$ cat config.mk
export PLATFORM = sky130hd
export DESIGN_NAME = pp_merger
export DESIGN_NICKNAME = d
export VERILOG_FILES = /design/src/rtl/pp_merger.sv
export SDC_FILE = /design/constraint.sdc
export NUM_CORES = 1
export LEC_CHECK = 0
export CAP_MARGIN = 30
export CORE_AREA = 2 2 711 713
export CTS_BUF_LIST = sky130_fd_sc_hd__clkbuf_4 sky130_fd_sc_hd__clkbuf_8
export DETAILED_ROUTE_END_ITERATION = 6
export DIE_AREA = 0 0 713 715
export GPL_TIMING_DRIVEN = 0
export PLACE_DENSITY = 0.34
export SYNTH_ARGS = -nofsm -noshare
export SYNTH_HDL_FRONTEND = slang
export SYNTH_SLANG_ARGS = --single-unit
$ cat constraint.sdc
create_clock -name clk -period 4.6 [get_ports clk]
set_input_delay 0.46 -clock clk [delete_from_list [all_inputs] [get_ports clk]]
set_output_delay 0.46 -clock clk [all_outputs]
set_load 0.01 [all_outputs]
$ cat src/rtl/pp_merger.sv
// Ping-pong merger: drains PP_GROUP whole packets from input 1, then PP_GROUP
// from input 2, and repeats, restoring the original packet order on one stream.
module pp_merger #(
  parameter int DW = 512
) (
  input  logic            clk,
  input  logic            resetn,
  input  logic [31:0]     PP_GROUP,
  input  logic [DW-1:0]   AXIS_IN1_TDATA,
  input  logic            AXIS_IN1_TVALID,
  output logic            AXIS_IN1_TREADY,
  input  logic [DW/8-1:0] AXIS_IN1_TKEEP,
  input  logic            AXIS_IN1_TLAST,
  input  logic [DW-1:0]   AXIS_IN2_TDATA,
  input  logic            AXIS_IN2_TVALID,
  output logic            AXIS_IN2_TREADY,
  input  logic [DW/8-1:0] AXIS_IN2_TKEEP,
  input  logic            AXIS_IN2_TLAST,
  output logic [DW-1:0]   AXIS_OUT_TDATA,
  output logic            AXIS_OUT_TVALID,
  input  logic            AXIS_OUT_TREADY,
  output logic [DW/8-1:0] AXIS_OUT_TKEEP,
  output logic            AXIS_OUT_TLAST,
  output logic [31:0]     PKT_COUNT
);

  typedef enum logic {SEL1, SEL2} state_t;

  state_t            state_q;
  logic [31:0]       grpCnt_q;
  logic [31:0]       target_q;
  logic              needSample_q;
  logic              outValid_q;
  logic              outLast_q;
  logic [DW-1:0]     outData_q;
  logic [DW/8-1:0]   outKeep_q;
  logic [31:0]       pktCount_q;

  logic              loadOk;
  logic              accept;
  logic              selLast;
  logic [DW-1:0]     selData;
  logic [DW/8-1:0]   selKeep;
  logic [31:0]       groupEff;
  logic [31:0]       effTarget;
  logic [31:0]       grpCnt_d;
  logic [31:0]       pktCount_d;

  assign loadOk          = !outValid_q || AXIS_OUT_TREADY;
  assign AXIS_IN1_TREADY = (state_q == SEL1) && loadOk;
  assign AXIS_IN2_TREADY = (state_q == SEL2) && loadOk;

  assign accept  = (state_q == SEL1) ? (AXIS_IN1_TVALID && AXIS_IN1_TREADY)
                                     : (AXIS_IN2_TVALID && AXIS_IN2_TREADY);
  assign selData = (state_q == SEL1) ? AXIS_IN1_TDATA : AXIS_IN2_TDATA;
  assign selKeep = (state_q == SEL1) ? AXIS_IN1_TKEEP : AXIS_IN2_TKEEP;
  assign selLast = (state_q == SEL1) ? AXIS_IN1_TLAST : AXIS_IN2_TLAST;

  // The target is sampled on the first edge after reset instead of being
  // loaded asynchronously from a port, so the reset value stays constant.
  assign groupEff   = (PP_GROUP == 32'd0) ? 32'd1 : PP_GROUP;
  assign effTarget  = needSample_q ? groupEff : target_q;
  assign grpCnt_d   = grpCnt_q + 32'd1;
  assign pktCount_d = pktCount_q + 32'd1;

  always_ff @(posedge clk or negedge resetn) begin
    if (!resetn) begin
      state_q      <= SEL1;
      grpCnt_q     <= '0;
      target_q     <= 32'd1;
      needSample_q <= 1'b1;
      outValid_q   <= 1'b0;
      outLast_q    <= 1'b0;
      outData_q    <= '0;
      outKeep_q    <= '0;
      pktCount_q   <= '0;
    end else begin
      if (accept) begin
        outData_q  <= selData;
        outKeep_q  <= selKeep;
        outLast_q  <= selLast;
        outValid_q <= 1'b1;
      end else if (loadOk) begin
        outValid_q <= 1'b0;
      end

      if (outValid_q && AXIS_OUT_TREADY && outLast_q) begin
        pktCount_q <= pktCount_d;
      end

      if (needSample_q) begin
        target_q     <= groupEff;
        needSample_q <= 1'b0;
      end

      // Sides only switch on a packet boundary that completes the group.
      if (accept && selLast) begin
        if (grpCnt_d == effTarget) begin
          grpCnt_q <= '0;
          state_q  <= (state_q == SEL1) ? SEL2 : SEL1;
          target_q <= groupEff;
        end else begin
          grpCnt_q <= grpCnt_d;
        end
      end
    end
  end

  assign AXIS_OUT_TDATA  = outData_q;
  assign AXIS_OUT_TVALID = outValid_q;
  assign AXIS_OUT_TKEEP  = outKeep_q;
  assign AXIS_OUT_TLAST  = outLast_q;
  assign PKT_COUNT       = pktCount_q;

endmodule

==> run metrics <==
outcome complete, no violations; Synth Net Count 4300; core area slightly above 500000 um^2; Final ANT Viol Nets 0; Simple-Gate Fraction of Synth Area 10.8%; HP Class input pin to flop; Syn-to-layout area delta 101%; mux cell area share after synthesis 20.7%; hold path cells 3; GRT Overall Usage between 15 and 20%; Yosys cell types 54; Compound-Gate Fraction of Synth Area 10.5%; FMAX 0.224 GHz; Post-Syn Area 32000 um^2; layout cell share with drive strength beyond 1 8.32%; Slew Viols, Final 0; Yosys reg bits 676; Slew HR between 20 and 25%; min-delay src AXIS_IN1_TDATA[502]; CP Capture Type flop; Post-Synth XOR/XNOR Area about 2.2%; Detailed Routing Iterations Pass 1 6; crit path from needSample_q; post-DP HPWL between 300000 and 400000 um; ys flop type dfrtp_1; worst setup margin about 140 ps; EDFF count, synth 0; Placement Rows approximately 260; Reg2Reg Depth 14; Adder-Cell Fraction of Synth Area 0.0782%; pre-CTS setup slack -481 ps; PortBufs 1802; grt total ovfl 0; antenna violations before repair around 250; H-tree levels 4; minimum clock period 4460 ps; Placer Congestion slightly above 1; clock tree from TritonCTS done; Lkg Pwr ~23 nW; main combinational cell family by area after synthesis multiplexers; Final Cycle Share between 90 and 100%; Post-Synthesis Cells 3107; CTS Buffer Depth 4; io pins 1803; clk_lat worst skew 1010 ps; yosys warns 0; Final setup viols 0; Starting Density 6.37%; Die Footprint 510000 um^2; initial DRC count 2359; largest net degree at the start of global routing 113; first-pass GRT wire length 481000 um; critical-path maximum fanout 10; data arrival time of the worst path 5340 ps; R2R Setup Slk roughly 140 ps; critical path startpoint category flop; final hold vios 0; RSZ-0062 raised after global routing false; # nets final 6434; Tightest Pin Transition 1130 ps; Setup crit end target_q[4]; Crit Path Class flop to flop; TritonCTS Buffers 160; vias per std cell 2.93; Avg Synthesized Cell Area between 10 and 15 um^2; routed vias 35.5k; Peak VDD IR 0.209 mV; Pwr Density 337 nW/um^2; FF-to-FF Start needSample_q; Sum Neg Setup Slack 0 ps; Async SR Flop Fraction 100%; Final Skew 152 ps; Die Ht approximately 720 um; Power Total 21.7 mW; Chip Width 713 um; DRC viols 0; post-synthesis sequential area ratio 52.8%; vias in the first global route 36.3k; CTS Sinks slightly below 700; CP required 5480 ps; Wirelength per Cell 32.9 um; final WL 398000 um; RR Endpoint target_q[4]; max-cap viol count 0; clock-pin slew on the worst setup and hold paths 60 ps; clock tree root driver cell clkbuf_8
-- metal layers --
layer / up-vias / wire (um) / GRT usage, % / part of all wire, %
li1: 15200 / - / - / -
met1: 17700 / 160000 / 17.7 / 40
met2: 1842 / 183000 / 24.5 / 46
met3: 646 / 40100 / 6.50 / 10
met4: 124 / 14900 / 4.55 / 3.7
met5: - / 849 / 0 / 0.21
-- synth_stat cells, types with 2 or more instances --
library cell | number | area [um^2]
a211oi_1 | 3 | 22.5
a21o_1 | 5 | 37.5
a21oi_1 | 12 | 60.1
a311oi_1 | 2 | 17.5
a31oi_1 | 2 | 12.5
and2_1 | 3 | 18.8
and3_1 | 26 | 163
and4_1 | 7 | 61.3
buf_1 | 2 | 7.51
buf_2 | 13 | 65.1
buf_6 | 3 | 33.8
clkbuf_1 | 211 | 792
dfrtp_1 | 674 | 16900
dfstp_2 | 2 | 52.6
ha_1 | 2 | 25.0
inv_1 | 4 | 15.0
mux2_2 | 8 | 90.1
mux2_4 | 30 | 450
mux2i_1 | 608 | 6090
nand2_1 | 613 | 2300
nand2b_1 | 3 | 18.8
nand3_1 | 33 | 165
nand4_1 | 21 | 131
nor2_1 | 36 | 135
nor2b_1 | 2 | 12.5
nor3_1 | 23 | 115
nor3b_1 | 2 | 15.0
nor4_1 | 20 | 125
o21a_1 | 5 | 37.5
o21ai_0 | 611 | 3060
o21bai_1 | 3 | 22.5
o31ai_1 | 5 | 37.5
or3_1 | 4 | 25.0
or4_1 | 10 | 75.1
xnor2_1 | 56 | 490
xor2_1 | 25 | 219
-- cells by family after synthesis --
group | Yosys count
multiplexers | 646
AO/OA/AOI/OAI | 656
flip-flops | 676
XOR/XNOR | 81
buffers and inverters | 233
AND/OR/NAND/NOR | 812
other | 1
adder cells (fa/ha/maj) | 2
-- worst min-delay path by stage --
stage | slack [ps] | endpoint
after CTS | 0.8 | AXIS_OUT_TDATA[502]
after global routing | 70 | AXIS_OUT_TDATA[502]
after global placement | 470 | AXIS_OUT_TDATA[226]
after detailed placement | 470 | target_q[21]
after floorplan | 160 | AXIS_OUT_TDATA[0]
final | 150 | AXIS_OUT_TDATA[502]
-- flip-flops by register name, indices dropped and copies added (netlist names) --
signal / cells
PKT_COUNT: 32
needSample_q: 1
AXIS_OUT_TKEEP: 64
AXIS_OUT_TLAST: 1
AXIS_OUT_TVALID: 1
grpCnt_q: 32
state_q: 1
target_q: 32
AXIS_OUT_TDATA: 512
-- through the flow --
stage          std cells  area (um^2)  hold slack (ps)  utilization [%]
2_1_floorplan       3107        32000              164                -
3_3_place_gp       11600        58400              467             11.6
3_5_place_dp       11700        59600              465             11.9
4_1_cts            12100        64300            0.752             12.8
5_1_grt            12100        64400             72.7             12.8
6_report           12100        64500              145             12.8
-- final cells by class --
cell class | count | area, um^2
Antenna cell | 42 | 105
Tap cell | 6706 | 8390
Clock inverter | 33 | 452
Clock buffer | 248 | 3070
Fill cell | 57500 | 438000
Timing Repair Buffer | 1974 | 20300
Sequential cell | 676 | 16900
Buffer | 227 | 937
Multi-Input combinational cell | 2198 | 14200
Inverter | 4 | 15.0
-- critical path, cell delays in order (launching register included) --
cell and delay (ps):
dfstp_2 510, buf_2 330, clkbuf_4 340, buf_2 340, clkbuf_4 360, mux2i_2 420, xor2_1 140, or4_1 480
o21ai_0 110, nand4b_1 310, nor3_4 260, buf_4 180, nor2_2 60, buf_6 180, mux2_4 310
-- where the power goes --
| group | leakage [nW] | switching, mW | internal [mW] | total, mW |
|---|---|---|---|---|
| logic | 12.7 | 3.49 | 2.69 | 6.18 |
| registers | 8.36 | 0.539 | 6.69 | 7.23 |
| clock network | 1.87 | 3.60 | 4.71 | 8.31 |
-- cells in the final DEF (no fill, tap or decap), types with 25 or more instances in the layout --
cell type and count:
diode_2 42, dfrtp_1 674, dlygate4sd3_1 103, xor2_1 25, nand2_1 612, clkbuf_1 189, xnor2_1 56, nor2_1 34
and3_1 26, clkbuf_8 194, mux2i_1 601, o21ai_0 611, nand3_1 31, clkbuf_4 58, mux2_4 30, clkdlybuf4s50_1 1801
-- what timing repair did --
action,CTS,global route
buffers inserted,4,1
setup endpoints to repair,64,50
resized for setup,9,12
pin swaps,1,1
hold buffers,104,0
hold endpoints to repair,275,0
No activity file was read; power rests on OpenSTA's default activity.
